`src/rtl/imm_field_encoder_pkg.sv`:
```
// Shared immediate-field types for the encoder and the decode-side sign extender.
package imm_pkg;

  localparam int unsigned IMM_W       = 32;
  localparam int unsigned IMM_FIELD_W = 26;
  localparam int unsigned IMM18_W     = 18;

  typedef enum logic {
    IMM_FMT26 = 1'b0,
    IMM_FMT18 = 1'b1
  } imm_src_e;

  typedef enum logic [1:0] {
    ENC_IDLE = 2'd0,
    ENC_HI   = 2'd1,
    ENC_LO   = 2'd2
  } enc_state_e;

  typedef struct packed {
    logic [IMM_FIELD_W-1:0] field;
    imm_src_e               src;
    logic                   hi;
    logic                   last;
    logic                   err;
  } enc_beat_t;

endpackage

```
`src/rtl/imm_field_encoder_if.sv`:
```
// Valid/ready stream bundle between the immediate source, the encoder and instruction memory.
interface imm_field_encoder_if #(
  parameter int unsigned ERR_CNT_W = 16
);

  logic                            in_valid;
  logic                            in_ready;
  logic [imm_pkg::IMM_W-1:0]       in_imm;
  logic                            in_src;
  logic                            out_valid;
  logic                            out_ready;
  logic [imm_pkg::IMM_FIELD_W-1:0] out_field;
  logic                            out_src;
  logic                            out_hi;
  logic                            out_last;
  logic                            out_err;
  logic [ERR_CNT_W-1:0]            err_cnt;

  modport slave (
    input  in_valid, in_imm, in_src, out_ready,
    output in_ready, out_valid, out_field, out_src, out_hi, out_last, out_err, err_cnt
  );

  modport master (
    output in_valid, in_imm, in_src, out_ready,
    input  in_ready, out_valid, out_field, out_src, out_hi, out_last, out_err, err_cnt
  );

endinterface

```
`src/rtl/imm_field_encoder_fit.sv`:
```
// Combinational range check and field packing of a 32-bit immediate for fmt 0 / fmt 1.
module imm_fit_check
  import imm_pkg::*;
(
  input  logic [IMM_W-1:0]       i_imm,
  input  logic                   i_fmt,
  output logic                   o_fits,
  output logic [IMM_FIELD_W-1:0] o_field
);

  logic w_fits26;
  logic w_fits18;

  // A value fits when every bit above the field's sign bit repeats that sign bit.
  assign w_fits26 = (&i_imm[IMM_W-1:IMM_FIELD_W-1]) | ~(|i_imm[IMM_W-1:IMM_FIELD_W-1]);
  assign w_fits18 = (&i_imm[IMM_W-1:IMM18_W-1])     | ~(|i_imm[IMM_W-1:IMM18_W-1]);

  always_comb begin
    o_fits  = w_fits26;
    o_field = i_imm[IMM_FIELD_W-1:0];
    if (imm_src_e'(i_fmt) == IMM_FMT18) begin
      o_fits  = w_fits18;
      o_field = IMM_FIELD_W'(i_imm[IMM18_W-1:0]);
    end
  end

endmodule

```
`src/rtl/imm_field_encoder.sv`:
```
// Registered immediate-field encoder with range checking and saturating error count.
// IMM_SPLIT_EN: emit oversize values as HI/LO fmt1 beats instead of a truncated error beat.
module imm_field_encoder
  import imm_pkg::*;
#(
  parameter int unsigned ERR_CNT_W = 16
`ifdef IMM_SPLIT_EN
  , parameter int unsigned SPLIT_SHIFT = 14
`endif
) (
  input logic                clk,
  input logic                rst,
  imm_field_encoder_if.slave bus
);

  logic                   w_fits;
  logic [IMM_FIELD_W-1:0] w_field;

  enc_state_e             r_state;
  enc_state_e             w_state_nxt;
  enc_beat_t              r_beat;
  enc_beat_t              w_beat_nxt;
  logic                   r_valid;
  logic                   w_valid_nxt;
  logic [ERR_CNT_W-1:0]   r_err_cnt;

  logic                   w_in_ready;
  logic                   w_accept;
  logic                   w_take;

`ifdef IMM_SPLIT_EN
  logic [SPLIT_SHIFT-1:0] r_lo;
  logic [SPLIT_SHIFT-1:0] w_lo_nxt;
  logic [IMM18_W-1:0]     w_hi_part;

  assign w_hi_part = IMM18_W'(bus.in_imm >> SPLIT_SHIFT);
`endif

  imm_fit_check u_fit (
    .i_imm   (bus.in_imm),
    .i_fmt   (bus.in_src),
    .o_fits  (w_fits),
    .o_field (w_field)
  );

  assign w_in_ready = (r_state == ENC_IDLE) && (!r_valid || bus.out_ready);
  assign w_accept   = bus.in_valid && w_in_ready;
  assign w_take     = r_valid && bus.out_ready;

  // Next-state and next-beat selection.
  always_comb begin
    w_state_nxt = r_state;
    w_beat_nxt  = r_beat;
    w_valid_nxt = r_valid;
`ifdef IMM_SPLIT_EN
    w_lo_nxt    = r_lo;
`endif
    case (r_state)
      ENC_IDLE: begin
        if (w_accept) begin
          w_valid_nxt     = 1'b1;
          w_beat_nxt.field = w_field;
          w_beat_nxt.src  = imm_src_e'(bus.in_src);
          w_beat_nxt.hi   = 1'b0;
          w_beat_nxt.last = 1'b1;
          w_beat_nxt.err  = !w_fits;
`ifdef IMM_SPLIT_EN
          if (!w_fits) begin
            w_beat_nxt.field = IMM_FIELD_W'(w_hi_part);
            w_beat_nxt.src   = IMM_FMT18;
            w_beat_nxt.hi    = 1'b1;
            w_beat_nxt.last  = 1'b0;
            w_beat_nxt.err   = 1'b0;
            w_lo_nxt         = bus.in_imm[SPLIT_SHIFT-1:0];
            w_state_nxt      = ENC_HI;
          end
`endif
        end else if (w_take) begin
          w_valid_nxt = 1'b0;
        end
      end
`ifdef IMM_SPLIT_EN
      ENC_HI: begin
        if (w_take) begin
          w_beat_nxt.field = IMM_FIELD_W'(r_lo);
          w_beat_nxt.hi    = 1'b0;
          w_beat_nxt.last  = 1'b1;
          w_state_nxt      = ENC_LO;
        end
      end
      ENC_LO: begin
        if (w_take) begin
          w_valid_nxt = 1'b0;
          w_state_nxt = ENC_IDLE;
        end
      end
`endif
      default: begin
        w_valid_nxt = 1'b0;
        w_state_nxt = ENC_IDLE;
      end
    endcase
  end

  always_ff @(posedge clk or posedge rst) begin
    if (rst) begin
      r_state <= ENC_IDLE;
      r_valid <= 1'b0;
      r_beat  <= '0;
`ifdef IMM_SPLIT_EN
      r_lo    <= '0;
`endif
    end else begin
      r_state <= w_state_nxt;
      r_valid <= w_valid_nxt;
      r_beat  <= w_beat_nxt;
`ifdef IMM_SPLIT_EN
      r_lo    <= w_lo_nxt;
`endif
    end
  end

  // Counts accepted values that did not fit their requested format.
  always_ff @(posedge clk or posedge rst) begin
    if (rst) begin
      r_err_cnt <= '0;
    end else if (w_accept && !w_fits && (r_err_cnt != '1)) begin
      r_err_cnt <= r_err_cnt + ERR_CNT_W'(1);
    end
  end

  assign bus.in_ready  = w_in_ready;
  assign bus.out_valid = r_valid;
  assign bus.out_field = r_beat.field;
  assign bus.out_src   = r_beat.src;
  assign bus.out_hi    = r_beat.hi;
  assign bus.out_last  = r_beat.last;
  assign bus.out_err   = r_beat.err;
  assign bus.err_cnt   = r_err_cnt;

endmodule
```
`src/flat_wrapper.sv`:
```
// flat-port wrapper written by rule: the top's interface ports become plain ports
module imm_field_encoder_flat import imm_pkg::*;
#(
  parameter int unsigned ERR_CNT_W = 16

)
  (clk, rst, bus_in_valid, bus_in_imm, bus_in_src, bus_out_ready, bus_in_ready, bus_out_valid, bus_out_field, bus_out_src, bus_out_hi, bus_out_last, bus_out_err, bus_err_cnt);
  imm_field_encoder_if #(.ERR_CNT_W(ERR_CNT_W)) bus_i ();
  input logic clk;
  input logic rst;
  input wire logic [$bits(bus_i.in_valid)-1:0] bus_in_valid;
  input wire logic [$bits(bus_i.in_imm)-1:0] bus_in_imm;
  input wire logic [$bits(bus_i.in_src)-1:0] bus_in_src;
  input wire logic [$bits(bus_i.out_ready)-1:0] bus_out_ready;
  output wire logic [$bits(bus_i.in_ready)-1:0] bus_in_ready;
  output wire logic [$bits(bus_i.out_valid)-1:0] bus_out_valid;
  output wire logic [$bits(bus_i.out_field)-1:0] bus_out_field;
  output wire logic [$bits(bus_i.out_src)-1:0] bus_out_src;
  output wire logic [$bits(bus_i.out_hi)-1:0] bus_out_hi;
  output wire logic [$bits(bus_i.out_last)-1:0] bus_out_last;
  output wire logic [$bits(bus_i.out_err)-1:0] bus_out_err;
  output wire logic [$bits(bus_i.err_cnt)-1:0] bus_err_cnt;
  assign bus_i.in_valid = bus_in_valid;
  assign bus_i.in_imm = bus_in_imm;
  assign bus_i.in_src = bus_in_src;
  assign bus_i.out_ready = bus_out_ready;
  assign bus_in_ready = bus_i.in_ready;
  assign bus_out_valid = bus_i.out_valid;
  assign bus_out_field = bus_i.out_field;
  assign bus_out_src = bus_i.out_src;
  assign bus_out_hi = bus_i.out_hi;
  assign bus_out_last = bus_i.out_last;
  assign bus_out_err = bus_i.out_err;
  assign bus_err_cnt = bus_i.err_cnt;
  imm_field_encoder #(.ERR_CNT_W(ERR_CNT_W)) u_core (.clk(clk), .rst(rst), .bus(bus_i));
endmodule
```
`config.mk`:
```
export PLATFORM = sky130hd
export DESIGN_NAME = imm_field_encoder_flat
export DESIGN_NICKNAME = d
export VERILOG_FILES = /design/src/rtl/imm_field_encoder_pkg.sv /design/src/rtl/imm_field_encoder_if.sv /design/src/rtl/imm_field_encoder_fit.sv /design/src/rtl/imm_field_encoder.sv /design/src/flat_wrapper.sv
export SDC_FILE = /design/constraint.sdc
export NUM_CORES = 1
export LEC_CHECK = 0
export CAP_MARGIN = 0
export CORE_AREA = 2 2 81 67
export DETAILED_ROUTE_END_ITERATION = 6
export DIE_AREA = 0 0 83 69
export PLACE_DENSITY = 0.83
export SLEW_MARGIN = 20
export SYNTH_ARGS = -nofsm -noshare
export SYNTH_HDL_FRONTEND = slang
export SYNTH_HIERARCHICAL = 1
export SYNTH_SLANG_ARGS = --single-unit
```
`constraint.sdc`:
```
create_clock -name clk -period 3 [get_ports clk]
set_input_delay 0.6 -clock clk [delete_from_list [all_inputs] [get_ports clk]]
set_output_delay 0.6 -clock clk [all_outputs]
set_load 0.05 [all_outputs]
```
==> results of run 1 <==
[final timing paths]
check | start | end
min in group asynchronous | rst | u_core/bus.out_field[23]$_DFFE_PP0P_
hold / removal | u_core/bus.out_last$_DFFE_PP0P_ | u_core/bus.out_last$_DFFE_PP0P_
setup reg to reg | u_core/bus.err_cnt[1]$_DFFE_PP0P_ | u_core/bus.err_cnt[1]$_DFFE_PP0P_
setup / recovery | bus_in_src | u_core/bus.err_cnt[15]$_DFFE_PP0P_
hold reg to reg | u_core/bus.out_last$_DFFE_PP0P_ | u_core/bus.out_last$_DFFE_PP0P_
max in group asynchronous | rst | u_core/bus.err_cnt[4]$_DFFE_PP0P_
[worst max-delay path, stage by stage]
cell and delay, ns:
clkdlybuf4s50_1 0.55, o21ai_0 0.12, a22o_1 0.27, nand2b_1 0.17, or4_4 0.55, and4bb_1 0.31, xor2_1 0.14
[power by group]
group	internal, mW	switching [mW]	total [mW]	leakage, nW
combinational	0.316	0.513	0.829	0.701
sequential	0.720	0.111	0.831	0.557
clock	0.185	0.210	0.395	0.0472
total	1.22	0.834	2.06	1.31
[cell families (layout without fill, tap and decap cells)]
group | after synthesis | in the layout | share of synthesized area
adders and majority gates | 1 | 1 | 0.00555
and+or+nand+nor | 61 | 61 | 0.182
muxes | 28 | 28 | 0.142
AOI/OAI and AO/OA | 8 | 8 | 0.0244
buffers and inverters | 25 | 97 | 0.0750
other | 1 | 1 | 0.00167
DFF | 46 | 46 | 0.511
xor gates and xnor gates | 15 | 15 | 0.0583
[through the flow]
| stage | hold slack, ns | instance area, um2 |
|---|---|---|
| 2_1_floorplan | 0.708 | 2250 |
| 3_3_place_gp | 0.450 | 3020 |
| 3_5_place_dp | 0.454 | 3020 |
| 4_1_cts | 0.480 | 3120 |
| 5_1_grt | 0.524 | 3120 |
| 6_report | 0.476 | 3120 |
[sequential cells by signal (all words and copies together) (netlist names)]
register,cells
u_core/bus.err_cnt,16
u_core/bus.out_err,1
u_core/bus.out_field,26
u_core/bus.out_last,1
u_core/bus.out_src,1
u_core/bus.out_valid,1
[layout by cell type (no fill, tap or decap), types with 2 or more instances in the layout]
cell type        instances
clkdlybuf4s50_1         82
dfrtp_1                 46
mux2_2                  27
xor2_1                  13
nor2b_1                 10
nand2_1                  9
nand4_1                  7
clkbuf_8                 6
nand3_1                  6
nor3_1                   6
buf_4                    4
a211oi_1                 3
nand2b_1                 3
or4_1                    3
inv_1                    2
nand4_2                  2
and4_1                   2
o21ai_0                  2
xnor2_1                  2
nor2_1                   2
or4_4                    2
nor3b_1                  2
[routing by layer]
layer / global-route usage / share of wire / vias up / wire length (um)
met4: 0.0492 / 0.0071 / 0 / 34
met2: 0.287 / 0.47 / 70 / 2250
met1: 0.224 / 0.44 / 800 / 2090
li1: - / - / 778 / -
met5: 0 / 0 / - / 0
met3: 0.0599 / 0.084 / 5 / 399
[layout make-up]
| class | instances | area (um2) | share of cell area |
|---|---|---|---|
| Clock inverter | 2 | 12.5 | 0.00401 |
| Tap cell | 62 | 77.6 | 0.0249 |
| Inverter | 3 | 11.3 | 0.00361 |
| Timing Repair Buffer | 86 | 851 | 0.273 |
| Sequential cell | 46 | 1150 | 0.369 |
| Clock buffer | 6 | 82.6 | 0.0265 |
| Multi-Input combinational cell | 114 | 932 | 0.299 |
==> metrics.yaml, run 1 <==
yosys.area.top_type: "dfrtp_1"
die_h_um: 69
fin_total_pwr_mw: 2.06
cts_resized: 0
drive_gt1_frac: 0.195
fillers: 425
status: "finished, final reports clean"
clk-insertion-delay-late_ns: 0.30
grt_pass1_vias: 1738
overflow: 0
num_vias: 1653
cp.required_ns: 3.22
end_kind: "flop"
drtAntennaViolNets: 0
area_delta_synth_final_pct: 38.4
post-place-ws_ns: 0.225
drv_cap: 0
cts_hold_buf: 0
drc_errors: 0
synth_top_area_share: 0.511
hold_violations: 0
dp_hpwl_um: 3580
postSynthCellCount: 185
clockBufferDepth: 2
holdPathStages: 1
pin_count: 85
utilization: 0.634
r2r_slack_ns: 1.00
start_kind: "input pin"
start_util: 0.458
synth_top_flop_cell: "dfrtp_1"
tightest_slew_ns: 0.542
p_leak_nw: 1.31
synth_edf_count: 0
synth_cell_types: 34
power.density_nw_per_um2: 659
setup_slack_ns: 0.510
num_rows: 23
max_freq_ghz: 0.402
cts_buffers: 5
wl_per_cell_um: 15.0
core_area_um2: 4920
ys_seq_area_frac: 0.511
synth_nets: 223
crit_arrival_ns: 2.71
viasPerCell: 5.18
die_w_um: 83
drt_iter0_markers: 85
report.final.slew_viol_count: 0
yosysMostFrequentCell: "dfrtp_1"
io_buffers: 83
post_cts_buffers: 0
rsz0062_at_grt: "false"
drt_pass1_iterations: 4
post-route-period-util: 0.830
antenna_found_initial: 0
wirelength_um: 4770
layout.nets: 294
avgSynthCellArea_um2: 12.2
path_clk_slew_ns: 0.08
htreeDepth: 2
num_antenna_cells: 0
skew_ns: 0.00691
placed_cells: 311
ir_worst_vdd_v: 0.000672
r2r_cells: 5
setup_viol_count_final: 0
cts-root-buf: "clkbuf_8"
clkSinkCount: 46
die_area_um2: 5730
ys_top_cells_by_area: "dfrtp_1 51%, mux2_2 14%, buf_4 6.3%"
gp_congestion: 0.843
timing.setup.tns_ns: 0
yosys_register_bits: 46
track_usage: 0.176
slew_headroom: 0.636
period_needed_ns: 2.49
grt_max_degree: 33
path_max_fanout: 5
hold_class: "reg -> reg"
cts_tree: "done"
synth.cell_area_um2: 2250
stdcell_count: 319
synth_common_cells: "46 x dfrtp_1, 27 x mux2_2, 19 x buf_4"
yosysWarnings: 6
async_reset_ff_frac: 1.00
grt_pass1_wl_um: 8250
critical_path_class: "in -> reg"
No activity file was read; power rests on OpenSTA's default activity.
==> inputs of run 2 (changes only) <==
--- a/config.mk
+++ b/config.mk
@@ -6,10 +6,10 @@
 export NUM_CORES = 1
 export LEC_CHECK = 0
 export CAP_MARGIN = 0
-export CORE_AREA = 2 2 81 67
+export CORE_AREA = 2 2 87 73
 export DETAILED_ROUTE_END_ITERATION = 6
-export DIE_AREA = 0 0 83 69
-export PLACE_DENSITY = 0.83
+export DIE_AREA = 0 0 89 75
+export PLACE_DENSITY = 0.75
 export SLEW_MARGIN = 20
 export SYNTH_ARGS = -nofsm -noshare
 export SYNTH_HDL_FRONTEND = slang
==> constraint.sdc (replaced) <==
create_clock -name clk -period 2.2 [get_ports clk]
set_input_delay 0.44 -clock clk [delete_from_list [all_inputs] [get_ports clk]]
set_output_delay 0.44 -clock clk [all_outputs]
set_load 0.05 [all_outputs]
==> run 2 against run 1 <==
Sequential power is 35% higher. Flip-flop and latch count stayed put. Clock skew is 0.0045 ns lower. Critical path depth is 6 lower. Design area is 6.3% higher. Utilization is 5.8 points lower. Combinational power is 42% higher. Count of clock-buffer cells in the layout is 1 lower. Total power is 41% higher. First-iteration DRC count is 41% lower. Wire length is 2.4% lower.
==> metrics.yaml, run 2 (same netlist as run 1, synthesis figures left out) <==
status: "finished, final reports clean"
grt_max_degree: 30
start_kind: "flop"
fillers: 499
core_area_um2: 5760
max_stage_delay_ns: 0.85
cts_tree: "done"
grt_pass1_vias: 1638
num_rows: 25
rsz0062_at_grt: "false"
num_vias: 1632
regArea_um2: 1150
multi_input_area_um2: 962
post-place-ws_ns: -0.400
layout.nets: 301
die_area_um2: 6680
num_antenna_cells: 0
setup_viol_count_final: 0
htreeDepth: 2
hold_violations: 0
drive_gt1_frac: 0.239
drtAntennaViolNets: 0
period_needed_ns: 2.07
clockBufferDepth: 2
fin_total_pwr_mw: 2.91
track_usage: 0.145
stdcell_count: 345
layout_commonest_cell: "clkdlybuf4s50_1"
wirelength_um: 4660
drc_errors: 0
cts_buffers: 5
dp_hpwl_um: 3410
power.density_nw_per_um2: 877
met3_usage: 0.0559
cts_hold_buf: 0
wl_per_cell_um: 13.5
cp.required_ns: 1.76
tightest_slew_ns: 0.608
io_buffers: 83
ir_worst_vdd_v: 0.000396
skew_ns: 0.00242
report.final.slew_viol_count: 0
mostFrequentLayoutCells: "66 x clkdlybuf4s50_1, 46 x dfrtp_1, 27 x mux2_2"
drt_pass1_iterations: 4
die_h_um: 75
die_w_um: 89
path_delay_family: "buffers and inverters"
path_clk_slew_ns: 0.08
gp_congestion: 0.845
path_max_fanout: 7
largest_reg_flops: 26
slew_headroom: 0.592
met2_usage: 0.232
cpMaxStageDelayCell: "clkdlybuf4s50_1"
critical_path_class: "reg -> out"
utilization: 0.576
clk-insertion-delay-late_ns: 0.30
post-route-period-util: 0.941
crit_chain: "clkdlybuf4s50_1"
crit_buf_inv: 1
p_leak_nw: 1.52
busiest_layer: "met2"
drv_cap: 0
max_freq_ghz: 0.483
cts-root-buf: "clkbuf_8"
setup_slack_ns: 0.129
placed_cells: 336
end_kind: "output port"
clkSinkCount: 46
grtUsageMet1: 0.178
area_delta_synth_final_pct: 47.2
start_util: 0.391
crit_arrival_ns: 1.63
hold_class: "in -> async"
overflow: 0
grt_pass1_wl_um: 7310
viasPerCell: 4.73
pin_count: 85
drt_iter0_markers: 50
antenna_found_initial: 0
run 2: cell count changes in the layout (fill, tap and decap cells not counted), moves of 3 or more:
| cell | delta |
|---|---|
| buf_12 | +3 |
| dlymetal6s2s_1 | +16 |
| buf_4 | +4 |
| clkdlybuf4s50_1 | -16 |
run 2: per-stage QoR:
step           TNS (ns)  hold WS [ns]  cell area [um2]
2_1_floorplan         0         0.548             2250
3_3_place_gp      -4.02         0.453             3130
3_5_place_dp      -4.50         0.455             3130
4_1_cts               0         0.297             3240
5_1_grt               0         0.315             3320
6_report              0         0.307             3320
run 2: layout make-up:
cell class / instances / share of cell area
clock inverter: 3 / 0.0121
sequential: 46 / 0.347
inverter: 3 / 0.00340
clock buffer: 5 / 0.0208
tap: 81 / 0.0306
multi-input combinational: 114 / 0.290
timing repair buffer: 93 / 0.296
run 2: worst paths after layout:
check / start / end / slack, ns / depth (start not counted)
min in group clk: bus_in_imm[17] / u_core/bus.out_field[17]$_DFFE_PP0P_ / 0.46 / 2
setup reg to reg: u_core/bus.err_cnt[1]$_DFFE_PP0P_ / u_core/bus.err_cnt[1]$_DFFE_PP0P_ / 0.15 / 5
max in group asynchronous: rst / u_core/bus.out_field[24]$_DFFE_PP0P_ / 1.45 / 3
hold / removal: rst / u_core/bus.out_field[0]$_DFFE_PP0P_ / 0.31 / 2
setup / recovery: u_core/bus.err_cnt[2]$_DFFE_PP0P_ / bus_err_cnt[2] / 0.13 / 1
hold reg to reg: u_core/bus.out_last$_DFFE_PP0P_ / u_core/bus.out_last$_DFFE_PP0P_ / 0.47 / 1
run 2: timing repair:
action	CTS	global route
pin swaps	2	5
gates cloned	0	0
resized for setup	1	21
endpoints found under the setup margin	7	9
setup buffers	0	1
hold endpoints to repair	0	0
run 2: routing by layer:
layer  wire length [um]  vias to the layer above
met3                401                        7
met5                  0                        -
met2               2120                       60
li1                   -                      791
met1               2050                      774
met4                 82                        0
run 2: report_power, final:
part           switching [mW]  internal, mW  total (mW)
Sequential              0.135         0.982        1.12
Combinational           0.721         0.457        1.18
Clock                   0.278         0.334       0.612
==> inputs of run 3 (changes only) <==
--- a/config.mk
+++ b/config.mk
@@ -6,10 +6,10 @@
 export NUM_CORES = 1
 export LEC_CHECK = 0
 export CAP_MARGIN = 0
-export CORE_AREA = 2 2 87 73
+export CORE_AREA = 2 2 83 69
 export DETAILED_ROUTE_END_ITERATION = 6
-export DIE_AREA = 0 0 89 75
-export PLACE_DENSITY = 0.75
+export DIE_AREA = 0 0 85 71
+export PLACE_DENSITY = 0.79
 export SLEW_MARGIN = 20
 export SYNTH_ARGS = -nofsm -noshare
 export SYNTH_HDL_FRONTEND = slang
==> constraint.sdc (replaced) <==
create_clock -name clk -period 2.19 [get_ports clk]
set_input_delay 0.438 -clock clk [delete_from_list [all_inputs] [get_ports clk]]
set_output_delay 0.438 -clock clk [all_outputs]
set_load 0.05 [all_outputs]
==> run 3 against run 2 <==
Clock skew increased by 0.0058 ns. Die area shrank 9.6%. Count of clock-buffer cells in the layout rose by 2. Total power shrank 3.3%. Global-route usage is 2.3 points higher. Wire length grew 3.0%. Critical path type unchanged. Largest power group unchanged. Highest routed layer unchanged.
==> metrics.yaml, run 3 (same netlist as run 1, synthesis figures left out) <==
viasPerCell: 5.00
grt_pass1_vias: 1666
antenna_found_initial: 1
gp_congestion: 0.832
place_area_um2: 3080
ir_worst_vdd_v: 0.000753
multi_input_area_um2: 958
grt_pass1_wl_um: 8080
mostFrequentLayoutCells: "66 x clkdlybuf4s50_1, 46 x dfrtp_1, 27 x mux2_2"
hold_violations: 0
wl_met2_um: 2230
stdcell_count: 328
die_w_um: 85
start_kind: "flop"
clkSinkCount: 46
layout_commonest_cell: "clkdlybuf4s50_1"
drtAntennaViolNets: 0
post-route-period-util: 0.945
p_leak_nw: 1.49
io_buffers: 83
crit_chain: "clkdlybuf4s50_1"
highest_layer: "met4"
overflow: 0
fin_total_pwr_mw: 2.81
regArea_um2: 1150
cts-root-buf: "clkbuf_8"
dp_hpwl_um: 3550
cp.required_ns: 1.75
max_freq_ghz: 0.483
wl_per_cell_um: 14.6
setup_slack_ns: 0.120
path_max_fanout: 7
htreeDepth: 2
critical_path_class: "reg -> out"
tightest_slew_ns: 0.513
start_util: 0.429
post-place-ws_ns: -0.414
cts_tree: "done"
cts_hold_buf: 0
wl_met1_um: 2190
track_usage: 0.168
power.density_nw_per_um2: 865
slew_headroom: 0.657
setup_viol_count_final: 0
path_delay_family: "buffers and inverters"
num_rows: 24
largest_reg_flops: 26
drt_iter0_markers: 69
status: "finished, final reports clean"
rsz0062_at_grt: "false"
clk-insertion-delay-late_ns: 0.29
drv_cap: 0
max_stage_delay_ns: 0.86
hold_class: "in -> async"
fillers: 430
layout.nets: 299
whs_ns: 0.424
placed_cells: 318
fin_area_um2: 3250
clockBufferDepth: 2
wl_met3_um: 325
die_area_um2: 6040
num_vias: 1640
crit_arrival_ns: 1.63
cts_buffers: 5
core_area_um2: 5260
period_needed_ns: 2.07
report.final.slew_viol_count: 0
path_clk_slew_ns: 0.08
crit_buf_inv: 1
pin_count: 85
end_kind: "output port"
cpMaxStageDelayCell: "clkdlybuf4s50_1"
wirelength_um: 4800
grt_max_degree: 33
skew_ns: 0.00821
drive_gt1_frac: 0.225
die_h_um: 71
area_delta_synth_final_pct: 44.3
drt_pass1_iterations: 4
drc_errors: 0
[run 3: cell count changes in the layout (fill, tap and decap cells not counted), sizes merged]
cell / previous run / this run
buf: 11 / 9
diode: 0 / 1
bufinv: 1 / 0
clkbuf: 5 / 7
clkinv: 2 / 1
[run 3: power breakdown]
| part | leakage [nW] | internal [mW] | switching (mW) |
|---|---|---|---|
| combinational | 0.889 | 0.442 | 0.715 |
| sequential | 0.557 | 0.986 | 0.144 |
| clock | 0.0482 | 0.255 | 0.270 |
[run 3: final timing paths]
| kind | from | end | slack, ns | depth (start not counted) |
|---|---|---|---|---|
| setup / recovery | u_core/bus.err_cnt[2]$_DFFE_PP0P_ | bus_err_cnt[2] | 0.12 | 1 |
| min in group clk | bus_in_imm[17] | u_core/bus.out_field[17]$_DFFE_PP0P_ | 0.45 | 2 |
| setup reg to reg | u_core/bus.err_cnt[0]$_DFFE_PP0P_ | u_core/bus.err_cnt[1]$_DFFE_PP0P_ | 0.34 | 6 |
| max in group asynchronous | rst | u_core/bus.out_src$_DFFE_PP0P_ | 1.28 | 3 |
| hold / removal | rst | u_core/bus.out_field[15]$_DFFE_PP0P_ | 0.42 | 2 |
| hold reg to reg | u_core/bus.out_last$_DFFE_PP0P_ | u_core/bus.out_last$_DFFE_PP0P_ | 0.47 | 1 |
[run 3: area by class of cell]
| cell class | count | area share |
|---|---|---|
| Antenna cell | 1 | 0.000770 |
| Clock buffer | 7 | 0.0266 |
| Clock inverter | 1 | 0.00154 |
| Inverter | 3 | 0.00347 |
| Multi-Input combinational cell | 114 | 0.295 |
| Sequential cell | 46 | 0.354 |
| Tap cell | 65 | 0.0250 |
| Timing Repair Buffer | 91 | 0.293 |
[run 3: metrics by stage]
step           TNS (ns)  utilization
2_1_floorplan         0            -
3_3_place_gp      -4.11        0.586
3_5_place_dp      -4.27        0.586
4_1_cts               0        0.604
5_1_grt               0        0.618
6_report              0        0.618
[run 3: repair_timing]
| action | CTS | global route |
|---|---|---|
| pin swaps | 2 | 4 |
| setup buffers | 0 | 1 |
| setup endpoints to repair | 5 | 10 |
| resized for setup | 0 | 22 |
[run 3: per-layer routing]
metal  up-vias  track usage
li1        790            -
met1       786        0.228
met2        58        0.263
met3         6       0.0467
met4         0       0.0564
met5         -            0
